--- src/rtl/seg_scan_driver.sv ---
// seg_scan_driver: time-multiplexed scan driver for an eight-digit seven-segment display.
//
// A 32-bit display word is scanned one hex nibble per refresh slot. Each slot opens with
// DEAD_CYCLES of forced blanking, then shows the digit unless leading-zero suppression hides it.
// New words are staged in a pending register and applied only at the frame boundary, so a frame
// is never torn.
//
// Ports:
//   clk          system clock, rising edge
//   rst_n        asynchronous active-low reset
//   load         one-cycle strobe, captures data_in into the pending register
//   data_in      display word, nibble n drives digit n
//   lz_en        1 = blank leading zero digits
//   W,X,Y,Z      current nibble, W is the MSB
//   I,J,K        current digit index, I is the MSB
//   blank        1 = all digits off this cycle
//   frame_start  one-cycle pulse on the first cycle of the digit-0 slot
//   busy         1 = pending word not yet applied
module seg_scan_driver #(
  parameter int unsigned CLK_DIV     = 50000,
  parameter int unsigned DEAD_CYCLES = 2,
  parameter int unsigned NUM_DIGITS  = 8
) (
  input  logic        clk,
  input  logic        rst_n,
  input  logic        load,
  input  logic [31:0] data_in,
  input  logic        lz_en,
  output logic        W,
  output logic        X,
  output logic        Y,
  output logic        Z,
  output logic        I,
  output logic        J,
  output logic        K,
  output logic        blank,
  output logic        frame_start,
  output logic        busy
);

  localparam int unsigned PW = (CLK_DIV > 2) ? $clog2(CLK_DIV) : 1;
  localparam logic [PW-1:0] PrescMax = PW'(CLK_DIV - 1);
  localparam logic [PW-1:0] DeadEnd  = PW'(DEAD_CYCLES);
  localparam logic [2:0]    LastIdx  = 3'(NUM_DIGITS - 1);

  typedef enum logic {StDead, StShow} slot_state_e;

  slot_state_e    state_q, state_d;
  logic [PW-1:0]  presc_q, presc_d;
  logic [2:0]     idx_q, idx_d;
  logic [31:0]    disp_q, disp_d;
  logic [31:0]    pend_q, pend_d;
  logic           pend_valid_q, pend_valid_d;
  logic [3:0]     nib_q, nib_d;
  logic           blank_q, blank_d;
  logic           frame_start_q, frame_start_d;

  logic           wrap;
  logic           boundary;
  logic [4:0]     shamt;
  logic [31:0]    tail;
  logic           suppress;

  always_comb begin
    wrap          = (presc_q == PrescMax);
    boundary      = wrap && (idx_q == LastIdx);
    presc_d       = wrap ? '0 : presc_q + PW'(1);
    idx_d         = wrap ? idx_q + 3'd1 : idx_q;

    // The boundary transfer uses the word that was pending before this edge; a coincident load
    // lands in pend_q and stays pending for the following frame.
    disp_d        = (boundary && pend_valid_q) ? pend_q : disp_q;
    pend_d        = load ? data_in : pend_q;
    pend_valid_d  = pend_valid_q;
    if (load) begin
      pend_valid_d = 1'b1;
    end else if (boundary) begin
      pend_valid_d = 1'b0;
    end

    state_d = state_q;
    unique case (state_q)
      StDead: if (presc_d >= DeadEnd) state_d = StShow;
      StShow: if (wrap && (DEAD_CYCLES != 0)) state_d = StDead;
      default: state_d = StDead;
    endcase

    // Nibbles at and above the next digit; all zero means this digit is a leading zero.
    shamt    = {idx_d, 2'b00};
    tail     = disp_d >> shamt;
    suppress = lz_en && (idx_d != 3'd0) && (tail == 32'd0);

    blank_d       = (state_d == StDead) || suppress;
    nib_d         = wrap ? tail[3:0] : nib_q;
    frame_start_d = boundary;
  end

  always_ff @(posedge clk or negedge rst_n) begin
    if (!rst_n) begin
      state_q       <= StDead;
      presc_q       <= '0;
      idx_q         <= 3'd0;
      disp_q        <= 32'd0;
      pend_q        <= 32'd0;
      pend_valid_q  <= 1'b0;
      nib_q         <= 4'd0;
      blank_q       <= 1'b1;
      frame_start_q <= 1'b0;
    end else begin
      state_q       <= state_d;
      presc_q       <= presc_d;
      idx_q         <= idx_d;
      disp_q        <= disp_d;
      pend_q        <= pend_d;
      pend_valid_q  <= pend_valid_d;
      nib_q         <= nib_d;
      blank_q       <= blank_d;
      frame_start_q <= frame_start_d;
    end
  end

  assign {W, X, Y, Z} = nib_q;
  assign {I, J, K}    = idx_q;
  assign blank        = blank_q;
  assign frame_start  = frame_start_q;
  assign busy         = pend_valid_q;

endmodule

--- config.mk ---
export PLATFORM = sky130hd
export DESIGN_NAME = seg_scan_driver
export DESIGN_NICKNAME = d
export VERILOG_FILES = /design/src/rtl/seg_scan_driver.sv
export SDC_FILE = /design/constraint.sdc
export NUM_CORES = 1
export LEC_CHECK = 0
export CORE_ASPECT_RATIO = 0.8
export CORE_UTILIZATION = 62
export DETAILED_ROUTE_END_ITERATION = 12
export HOLD_SLACK_MARGIN = 0.1
export PLACE_DENSITY = 0.89
export SLEW_MARGIN = 20
export SYNTH_ARGS = -nofsm -noshare
export SYNTH_HDL_FRONTEND = slang
export SYNTH_SLANG_ARGS = --single-unit
--- constraint.sdc ---
create_clock -name clk -period 9.54 [get_ports clk]
set_input_delay 1.431 -clock clk [delete_from_list [all_inputs] [get_ports clk]]
set_output_delay 1.431 -clock clk [all_outputs]
set_load 0.03 [all_outputs]
==> key figures <==
Run status
  – Status: completed

Critical path
  – Worst R2R End: blank
  – Crit path largest cell delay: 0.71 ns
  – Cell family with most CP delay: compound AO/OA/AOI/OAI gates
  – Worst setup startpoint: presc_q[12]
  – Critical-path cell list: or4bb_1 > nor4_4 > buf_4 > mux2i_1 > clkinv_1 > o311ai_0 > a22oi_1 > a2111o_1 > o41ai_2
  – Arr. time, crit path: 4.46 ns
  – Setup crit start kind: register
  – Worst Path Max Fanout: 22
  – Crit-path slowest cell: mux2i_1
  – Worst path depth: 9
  – Worst setup EP type: register
  – Buf/Inv on CP: 2
  – WS Path Type: reg2reg
  – Required time of the critical path: ~9.8 ns
  – R2R cell count: 9
  – Setup crit end: blank
  – Worst flop-to-flop path startpoint: presc_q[12]
  – FF-to-FF setup slack: 5.37 ns

Synthesis
  – Synth Warn #: 0
  – Ys async rst share: 100%
  – Post-Syn Instances: roughly 520
  – Mux cell area share after synthesis: roughly 14%
  – Count leader, synth: nand2_1
  – Synth Area in Adders: 0.743%
  – Syn Nets: 563
  – Post-synth EDFFs: 0
  – Post-synth top flop: dfrtp_1
  – FF+latch count, synth: 91
  – Synth top area cells: dfrtp_1 (45%), mux2_2 (9.4%), nand2_1 (8.5%)
  – Synth top cells by count: nand2_1 (115), dfrtp_1 (90), mux2_2 (42)
  – Synth unique cells: 60
  – Largest family of logic cells by synthesized area: simple AND/OR/NAND/NOR gates
  – Compound-cell area share of the yosys netlist: between 10% and 20%
  – XOR/XNOR Fraction of Synth Area: 2.60%
  – Synth Area in Simple Gates: about 22%
  – Sequential area share after synthesis: 45.1%
  – Syn avg cell area: 9.64 um^2
  – Yosys top cell area share: 44.6%
  – Synthesized area: 5050 um^2
  – Post-synth top area cell: dfrtp_1

GRT
  – Total gr overflow: 0
  – Vias in the first global route: 3986
  – Initial antenna violation count: 0
  – First-pass GRT wire length: slightly above 20000 um
  – Global Route Usage Sum: 33.0%
  – Largest net degree at the start of global routing: 49
  – Global Route met1 Usage: 47.4%
  – Top Usage Layer GRT: met2
  – M3 GR Usage: 7.91%
  – Met2 track demand over resource: between 40 and 50%

Timing
  – Slew headroom: roughly 43%
  – Unrepaired setup endpoints after global routing: false
  – Final setup fails: 0
  – Worst Tran Pin Value: 0.859 ns
  – Final Skew: about 0.012 ns
  – Final Hold Vio Count: 0
  – Crit path time final: 4.17 ns
  – Final Max Slew Viols: 0
  – Setup TNS: 0 ns
  – Max Clock Freq: 0.240 GHz
  – Final period util: 43.7%

Detailed routing
  – Via count: about 4400
  – DR vias/cell: ~6.6
  – Wire per inst: 19.5 um
  – # DRC: 0
  – Routed Antenna Nets: 0
  – Drt first pass iters: 5
  – Final WL: 13000 um
  – 1st-iter DRT viols: 335

Finish
  – Layout cell share with drive strength beyond 1: 14.9%
  – Post-layout util: between 70% and 80%
  – Synth-to-Final Area Change: 14.4%
  – Fillers: 588
  – N_diodes: 0
  – Layout Nets: 596

Power and ir drop
  – Leakage: 0.00252 uW
  – Switching share of power: 24.4%
  – Pwr dens: between 100 and 150 nW/um^2
  – Psw: 177 uW
  – Sequential share of power: 57.3%
  – Comb power frac: 6.1%
  – Clk pwr share: 36.6%
  – Max VDD drop: between 0.1 and 0.15 mV
  – Internal: 549 uW

Floorplanning
  – # IOs: 46
  – Core area: slightly below 8000 um^2
  – Initial Util: 63.9%
  – Cell Rows: 29
  – Die width: 103 um
  – Die Y: about 83 um
  – Die ar.: 8510 um^2

Hold path
  – HP Class: reg2reg
  – Hold Path Stages: 2

Clocking
  – Clock latency at the later pin of the worst-skew pair: 0.38 ns
  – Register clock-pin slew on the reported worst setup and hold paths: ~0.09 ns
  – Post_cts resized: 0
  – Maximum buffer depth of the clock tree: 2
  – Number of buffers created by CTS: 9
  – Postcts setup bufs: 0
  – Hold_buf cts: 0
  – CTS tree: done
  – # clock sinks: slightly above 90
  – H-tree levels: 3
  – CTS root buf: clkbuf_8

Placed design
  – GPL Wtd Cong: 0.930
  – I/O Buffers: 45
  – Post-DP HPWL: 9250 um

Flow run
  – Max-Cap Viols: 0
[worst min path at each step]
stage	start	endpoint	slack, ns
after floorplan	presc_q[0]	presc_q[0]	0.43
after global placement	presc_q[0]	presc_q[0]	0.44
after detailed placement	disp_q[3]	disp_q[3]	0.46
after CTS	disp_q[3]	disp_q[3]	0.48
after global routing	disp_q[3]	disp_q[3]	0.52
final	disp_q[3]	disp_q[3]	0.48
[routing by layer]
| layer | up-vias | share of wire [%] | routed length, um |
|---|---|---|---|
| li1 | 1967 | - | - |
| met5 | - | 0 | 0 |
| met2 | 254 | 45 | 5870 |
| met1 | 2151 | 44 | 5780 |
| met3 | 23 | 9.0 | 1180 |
| met4 | 0 | 1.7 | 216 |
[sequential cells by signal (all words and copies together), names as in the netlist, 3 cells and up]
name / count
disp_q: 32
presc_q: 16
pend_q: 32
nib_q: 4
idx_q: 3
[cell families (layout without fill, tap and decap cells)]
kind of cell	Yosys count	count (layout)
simple gates	236	236
flops	91	91
compound gates	81	81
mux	59	59
buf+inv	39	77
xor+xnor	15	15
fa+ha+maj	3	3
[area by class of cell]
type	instances	area [um^2]	share of cell area, %
repair buffers	53	508	8.79
inverters	8	30.0	0.520
multi-input cells	394	2630	45.5
well taps	108	135	2.34
flip-flops and latches	91	2280	39.4
clock inverters	7	75.1	1.30
clock buffers	9	124	2.14
[cell usage in the layout (no fill, tap or decap), drive strengths merged, types with 4 or more instances in the layout]
cell type,n
a211oi,12
a21oi,10
and3,5
buf,9
clkbuf,9
clkdlybuf4s50,44
clkinv,4
dfrtp,90
inv,7
mux2,42
mux2i,10
mux4,7
nand2,115
nand3,11
nor2,36
nor3,21
nor4,11
o21ai,18
o22ai,5
o311ai,5
o31ai,4
or3,12
or4,4
xnor2,5
xor2,10
[worst min-delay path, delay by kind of cell, from the launching register on]
| kind | cells | cell delay (ns) |
|---|---|---|
| flops | 1 | 0.34 |
| simple gates | 2 | 0.12 |
[power groups by stage]
stage	combinational (uW)	sequential [uW]	clock, uW
floorplan	19.9	416	0
global placement	42.9	422	0
detailed placement	45.0	423	0
CTS	45.5	415	269
global route	49.1	418	282
finish	44.5	416	266
[per-stage QoR]
stage	std cells	instance area, um^2	hold slack (ns)	total power (uW)	worst slack [ns]
3_3_place_gp	654	5580	0.444	465	5.49
2_1_floorplan	524	5050	0.432	436	6.12
4_1_cts	670	5780	0.482	729	5.42
5_1_grt	670	5780	0.521	749	5.06
3_5_place_dp	654	5580	0.458	468	5.48
6_report	670	5780	0.484	726	5.37
No activity file was read; power rests on OpenSTA's default activity.
